### src/rtl/decode_issue_stage.sv
// Decode/issue stage: cracks fetched instructions, checks scalar/vector scoreboards, issues into X.
// Latency: 1 cycle fetch->d_valid when hazard-free; WB clears bypass into the same-cycle hazard check.
// Backpressure: d_stall holds fetch on hazard/x_stall/halt; x_stall freezes d_*; x_flush kills.
// Optional feature macro: DECODE_VSCOREBOARD_EN (per-register vector scoreboard; else one shared bit).
module decode_issue_stage (
  input  logic        clk,
  input  logic        rst,
  input  logic        f_valid,
  input  logic [15:0] f_pc,
  input  logic [15:0] f_ins,
  output logic        d_stall,
  input  logic        x_stall,
  input  logic        x_flush,
  input  logic        wb_valid,
  input  logic [3:0]  wb_rt,
  input  logic        wb_is_vector,
  output logic        d_valid,
  output logic [15:0] d_pc,
  output logic [15:0] d_ins,
  output logic [3:0]  d_opcode,
  output logic [3:0]  d_subcode,
  output logic [3:0]  d_ra,
  output logic [3:0]  d_rb,
  output logic [3:0]  d_rt,
  output logic [3:0]  d_rx,
  output logic        d_regData0,
  output logic        d_regData1,
  output logic        d_vregData0,
  output logic        d_vregData1,
  output logic        d_memData,
  output logic        d_halted
);

  logic [3:0]  op, sub, ra, rt, rx;
  logic        rd0, rd1, vrd0, vrd1, sWr, vWr, mem, isHalt;
  logic [15:0] sbusy, sbClr, sbEff, sbSet;
  logic        vHaz, hazard, issue;

`ifdef DECODE_VSCOREBOARD_EN
  logic [15:0] vbusy, vbClr, vbEff, vbSet;
`else
  logic        vbusy, vbEff;
`endif

  // Crack fields and derive read/write enables from the opcode map
  always_comb begin
    op     = f_ins[15:12];
    sub    = f_ins[7:4];
    ra     = f_ins[11:8];
    rt     = f_ins[3:0];
    rx     = f_ins[7:4];
    rd0    = 1'b0;
    rd1    = 1'b0;
    vrd0   = 1'b0;
    vrd1   = 1'b0;
    sWr    = 1'b0;
    vWr    = 1'b0;
    mem    = 1'b0;
    isHalt = 1'b0;
    case (op)
      4'h0, 4'h1, 4'h2, 4'h3: begin rd0 = 1'b1; rd1 = 1'b1; sWr = 1'b1; end
      4'h4: sWr = 1'b1;
      4'h5: begin rx = rt; rd1 = 1'b1; sWr = 1'b1; end
      4'h6: begin rx = rt; rd0 = 1'b1; rd1 = 1'b1; end
      4'h7: begin
        mem = 1'b1;
        rd0 = 1'b1;
        // subcode 1 is st (reads rt as data); anything else behaves as ld
        if (sub == 4'h1) begin
          rx  = rt;
          rd1 = 1'b1;
        end else begin
          sWr = 1'b1;
        end
      end
      4'h8, 4'h9, 4'hA, 4'hB: begin vrd0 = 1'b1; vrd1 = 1'b1; vWr = 1'b1; end
      4'hC: begin mem = 1'b1; rd0 = 1'b1; vWr = 1'b1; end
      4'hD: begin mem = 1'b1; rd0 = 1'b1; rx = rt; vrd1 = 1'b1; end
      4'hE: begin vrd0 = 1'b1; vrd1 = 1'b1; sWr = 1'b1; end
      default: isHalt = 1'b1;
    endcase
  end

  // Scoreboard view with this cycle's WB retirement already cleared (bypass into hazard check)
  always_comb begin
    sbClr = (wb_valid && !wb_is_vector) ? (16'h0001 << wb_rt) : 16'h0000;
    sbEff = sbusy & ~sbClr;
    sbSet = (issue && sWr) ? (16'h0001 << rt) : 16'h0000;
`ifdef DECODE_VSCOREBOARD_EN
    vbClr = (wb_valid && wb_is_vector) ? (16'h0001 << wb_rt) : 16'h0000;
    vbEff = vbusy & ~vbClr;
    vbSet = (issue && vWr) ? (16'h0001 << rt) : 16'h0000;
    vHaz  = (vrd0 & vbEff[ra]) | (vrd1 & vbEff[rx]) | (vWr & vbEff[rt]);
`else
    // Single shared bit: any vector access waits for the outstanding vector writer
    vbEff = vbusy & ~(wb_valid & wb_is_vector);
    vHaz  = (vrd0 | vrd1 | vWr) & vbEff;
`endif
    hazard  = (rd0 & sbEff[ra]) | (rd1 & sbEff[rx]) | (sWr & sbEff[rt]) | vHaz;
    issue   = f_valid & ~hazard & ~x_stall & ~x_flush & ~d_halted;
    d_stall = f_valid & (hazard | x_stall | d_halted);
  end

  // Output register, scoreboards and halt flag; flush beats stall beats issue
  always_ff @(posedge clk or posedge rst) begin
    if (rst) begin
      d_valid     <= 1'b0;
      d_pc        <= '0;
      d_ins       <= '0;
      d_opcode    <= '0;
      d_subcode   <= '0;
      d_ra        <= '0;
      d_rb        <= '0;
      d_rt        <= '0;
      d_rx        <= '0;
      d_regData0  <= 1'b0;
      d_regData1  <= 1'b0;
      d_vregData0 <= 1'b0;
      d_vregData1 <= 1'b0;
      d_memData   <= 1'b0;
      d_halted    <= 1'b0;
      sbusy       <= '0;
      vbusy       <= '0;
    end else if (x_flush) begin
      // Only WB is older than X2 and it retires this same cycle, so every writer is gone
      d_valid <= 1'b0;
      sbusy   <= '0;
      vbusy   <= '0;
    end else begin
      sbusy <= sbEff | sbSet;
`ifdef DECODE_VSCOREBOARD_EN
      vbusy <= vbEff | vbSet;
`else
      vbusy <= vbEff | (issue & vWr);
`endif
      if (!x_stall) begin
        if (issue) begin
          d_valid     <= 1'b1;
          d_pc        <= f_pc;
          d_ins       <= f_ins;
          d_opcode    <= op;
          d_subcode   <= sub;
          d_ra        <= ra;
          d_rb        <= f_ins[7:4];
          d_rt        <= rt;
          d_rx        <= rx;
          d_regData0  <= rd0;
          d_regData1  <= rd1;
          d_vregData0 <= vrd0;
          d_vregData1 <= vrd1;
          d_memData   <= mem;
          if (isHalt) d_halted <= 1'b1;
        end else begin
          d_valid <= 1'b0;
        end
      end
    end
  end

endmodule

### config.mk
export PLATFORM = sky130hd
export DESIGN_NAME = decode_issue_stage
export DESIGN_NICKNAME = d
export VERILOG_FILES = /design/src/rtl/decode_issue_stage.sv
export SDC_FILE = /design/constraint.sdc
export NUM_CORES = 1
export LEC_CHECK = 0
export ABC_AREA = 1
export CORE_AREA = 2 2 95 97
export CTS_CLUSTER_SIZE = 25
export DETAILED_ROUTE_END_ITERATION = 6
export DIE_AREA = 0 0 97 99
export GPL_ROUTABILITY_DRIVEN = 0
export PLACE_DENSITY = 0.75
export SLEW_MARGIN = 25
export SYNTH_ARGS = -nofsm -noshare
export SYNTH_HDL_FRONTEND = slang
export SYNTH_SLANG_ARGS = --single-unit
### constraint.sdc
create_clock -name clk -period 1.8 [get_ports clk]
set_input_delay 0.18 -clock clk [delete_from_list [all_inputs] [get_ports clk]]
set_output_delay 0.18 -clock clk [all_outputs]
set_load 0.05 [all_outputs]
==> results.py <==
metrics = {
    "status": {
        "status": "finished with violations",
        "violations": "negative setup slack",
    },
    "timing": {
        "setup_viol": 61,
        "finalCritPeriodShare_pct": 117,
        "slew_headroom_pct": 42.9,
        "worst_clock_skew_ps": 16.4,
        "fin_crit_ps": 2110,
        "worst_slew_pin_slew_ps": 855,
        "fmax_mhz": 475,
        "rsz0062_at_grt": "true",
        "drv_slew": 0,
        "hold_ws_ps": 164,
        "tns_ps": -11370,
        "hold_viol": 0,
        "fin_ws_ps": -307,
    },
    "power_and_ir_drop": {
        "cellPowerDensity_nw_per_um2": 1010,
        "p_leak_nw": 3.08,
        "finalPower_mw": 6.40,
        "peakVddDrop_mv": 0.455,
    },
    "clock_network": {
        "ctsHtreeMaxLevel": 3,
        "clock_path_buffers": 2,
        "cts_root_buf": "clkbuf_8",
        "clkTransAtPathRegs_ps": 80,
        "ctsHoldBuffers": 0,
        "cts_inserted_buffers": 9,
        "clk_latency_ps": 360,
        "clock_sinks": 60,
        "cts_tree": "done",
    },
    "worst_setup_path": {
        "cp_max_fo": 2,
        "worstPathRequired_ps": 1620,
        "critPathLaunchType": "flop",
        "crit_path_cell_trace": "nand2_1, inv_1, nand3_2, nand3_2, nand3_2, nand3b_1, nand3_4, nand2_4, inv_6, nor2_4, buf_12",
        "cp_slowest_stage_delay_ps": 390,
        "worst_ep_arrival_time_ps": 1930,
        "crit_path_end_kind": "output pin",
        "crit_type": "flop to output pin",
        "r2r_start": "sbusy[10]",
        "path_common_cell": "nand3_2",
        "worstRegToRegCells": 16,
        "crit_slowest_cell": "dfrtp_1",
        "setup.worst_path.start": "sbusy[10]",
        "rrSetupSlack_ps": -260,
        "endpoint": "d_stall",
        "r2r-end": "d_ins[11]",
    },
    "cells_and_area": {
        "n_antenna_cell": 0,
        "final_nets": 761,
        "drive_gt1_share_pct": 39.7,
        "syn2layout_area_growth_pct": 73.9,
        "design_area_um2": 6320,
        "n_fill_cell": 548,
    },
    "route": {
        "wl_met3_um": 1270,
        "drc": 0,
        "wl_per_cell_um": 17.3,
        "wl_met1_um": 5450,
        "routed.top_layer": "met4",
        "dr_wl_met2_um": 7020,
        "drt-initial-drc-count": 404,
        "antenna_left": 0,
        "drt_wl_total_um": 14400,
        "drtPass1Iterations": 5,
        "vias_per_cell": 5.46,
        "dr_total_vias": 4536,
    },
    "grt": {
        "gr-total-overflow": 0,
        "antenna_found_initial": 0,
        "grt_max_degree": 61,
        "grt_pass1_wl_um": 20200,
        "grt.total_usage_pct": 26.2,
        "grt_pass1_vias": 4214,
    },
    "min_path": {
        "hp-class": "input port to flop",
    },
    "floorplanning": {
        "die-area_um2": 9600,
        "rows": 34,
        "die_w_um": 97,
        "core_area_um2": 8550,
        "start_util_pct": 42.5,
        "die_height_um": 99,
        "pin_count": 107,
    },
    "logic_synthesis": {
        "ys_seq_area_share_pct": 41.3,
        "syn_nets": 562,
        "yosys_warnings": 0,
        "ys_async_sr_fraction_pct": 100,
        "yosysTopAreaCell": "dfrtp_1",
        "syn-cell-area_um2": 3630,
        "synth_top_area_share_pct": 41.3,
        "synth.distinct_cells": 33,
        "synth.avg_cell_area_um2": 7.00,
        "ys_seq_elements": 60,
        "synthTopCellsByArea": "dfrtp_1 (41%), nand2_1 (19%), nand3_1 (7.6%), nor2_1 (6.6%), buf_4 (5.0%)",
        "yosysMostFrequentCell": "nand2_1",
        "postSynthCellCount": 519,
        "ys.flop_type": "dfrtp_1",
        "synth_edf_count": 0,
        "synth_common_cells": "nand2_1 (181), nor2_1 (64), dfrtp_1 (60), nand3_1 (55), inv_1 (39)",
    },
    "placed_design": {
        "io_buffers": 106,
        "pre_cts_slack_ps": -894,
        "post-dp-hpwl_um": 8500,
        "dpl-instance-area_um2": 5280,
    },
    "run": {
        "cap_violations": 0,
    },
}
-- sequential cells by signal, summed over array words and instances, names as in the netlist, 4 cells and up --
name and flops:
d_ins 16, d_pc 16, sbusy 16, d_rx 4
-- worst max-delay path: cells and delay by family, from the launching register on --
family                 cells  cell delay, ps
buffers and inverters      3             340
DFF                        1             390
and+or+nand+nor            8             840
-- how the worst min path moves through the flow --
stage          cells past startpoint  slack [ps]        to  startpoint
2_1_floorplan                      2         280  d_pc[10]    f_pc[10]
3_3_place_gp                       2         460  d_pc[12]    d_pc[12]
3_5_place_dp                       2         470  d_pc[12]    d_pc[12]
4_1_cts                            3         230  d_pc[14]         rst
5_1_grt                            3         160  d_ins[1]    f_ins[1]
6_report                           3         160  d_ins[1]    f_ins[1]
-- layer usage --
| layer | vias to the layer above | track usage, % |
|---|---|---|
| li1 | 2015 | - |
| met1 | 2129 | 32.6 |
| met2 | 331 | 43.5 |
| met3 | 61 | 4.47 |
| met4 | 0 | 14.2 |
| met5 | - | 0 |
-- power by group --
part	internal (mW)	leakage, nW	switching [mW]
Combinational	1.13	2.19	2.20
Sequential	1.61	0.781	0.197
Clock	0.711	0.102	0.557
-- what timing repair did --
action	in CTS	in global routing
gates resized for setup	112	97
buffers inserted	18	6
cloned	6	8
endpoints found under the setup margin	61	62
pin swaps	27	48
-- layout make-up --
type                            instances  area (um2)  share of cell area, %
Tap cell                              108         135                   2.14
Timing Repair inverter                  2        20.0                  0.317
Sequential cell                        60        1500                   23.8
Timing Repair Buffer                  214        2030                   32.2
Inverter                               46         213                   3.37
Clock inverter                          4        47.5                  0.753
Multi-Input combinational cell        385        2210                   35.0
Clock buffer                           12         155                   2.46
-- metrics by stage --
step / std cells / utilization, %
2_1_floorplan: 519 / -
3_3_place_gp: 779 / 61.8
4_1_cts: 819 / 68.7
5_1_grt: 831 / 73.9
3_5_place_dp: 779 / 61.8
6_report: 831 / 73.9
-- logic make-up after synthesis --
| kind of cell | Yosys count | share of synthesized area [%] |
|---|---|---|
| AND/OR/NAND/NOR | 334 | 39.9 |
| buffers and inverters | 80 | 12.0 |
| flip-flops | 60 | 41.3 |
| AO/OA/AOI/OAI | 45 | 6.82 |
-- layout by cell type (no fill, tap or decap), types with 14 or more instances in the layout --
| master | instances |
|---|---|
| nand3_1 | 39 |
| buf_4 | 89 |
| o21ai_1 | 22 |
| inv_2 | 17 |
| nand2_2 | 47 |
| nand2_4 | 14 |
| dfrtp_1 | 60 |
| clkdlybuf4s50_1 | 84 |
| nor2_2 | 16 |
| nand3_2 | 16 |
| inv_1 | 23 |
| buf_6 | 15 |
| nand2_1 | 140 |
| nor2_1 | 45 |
Power figures use the tool's default switching activity.
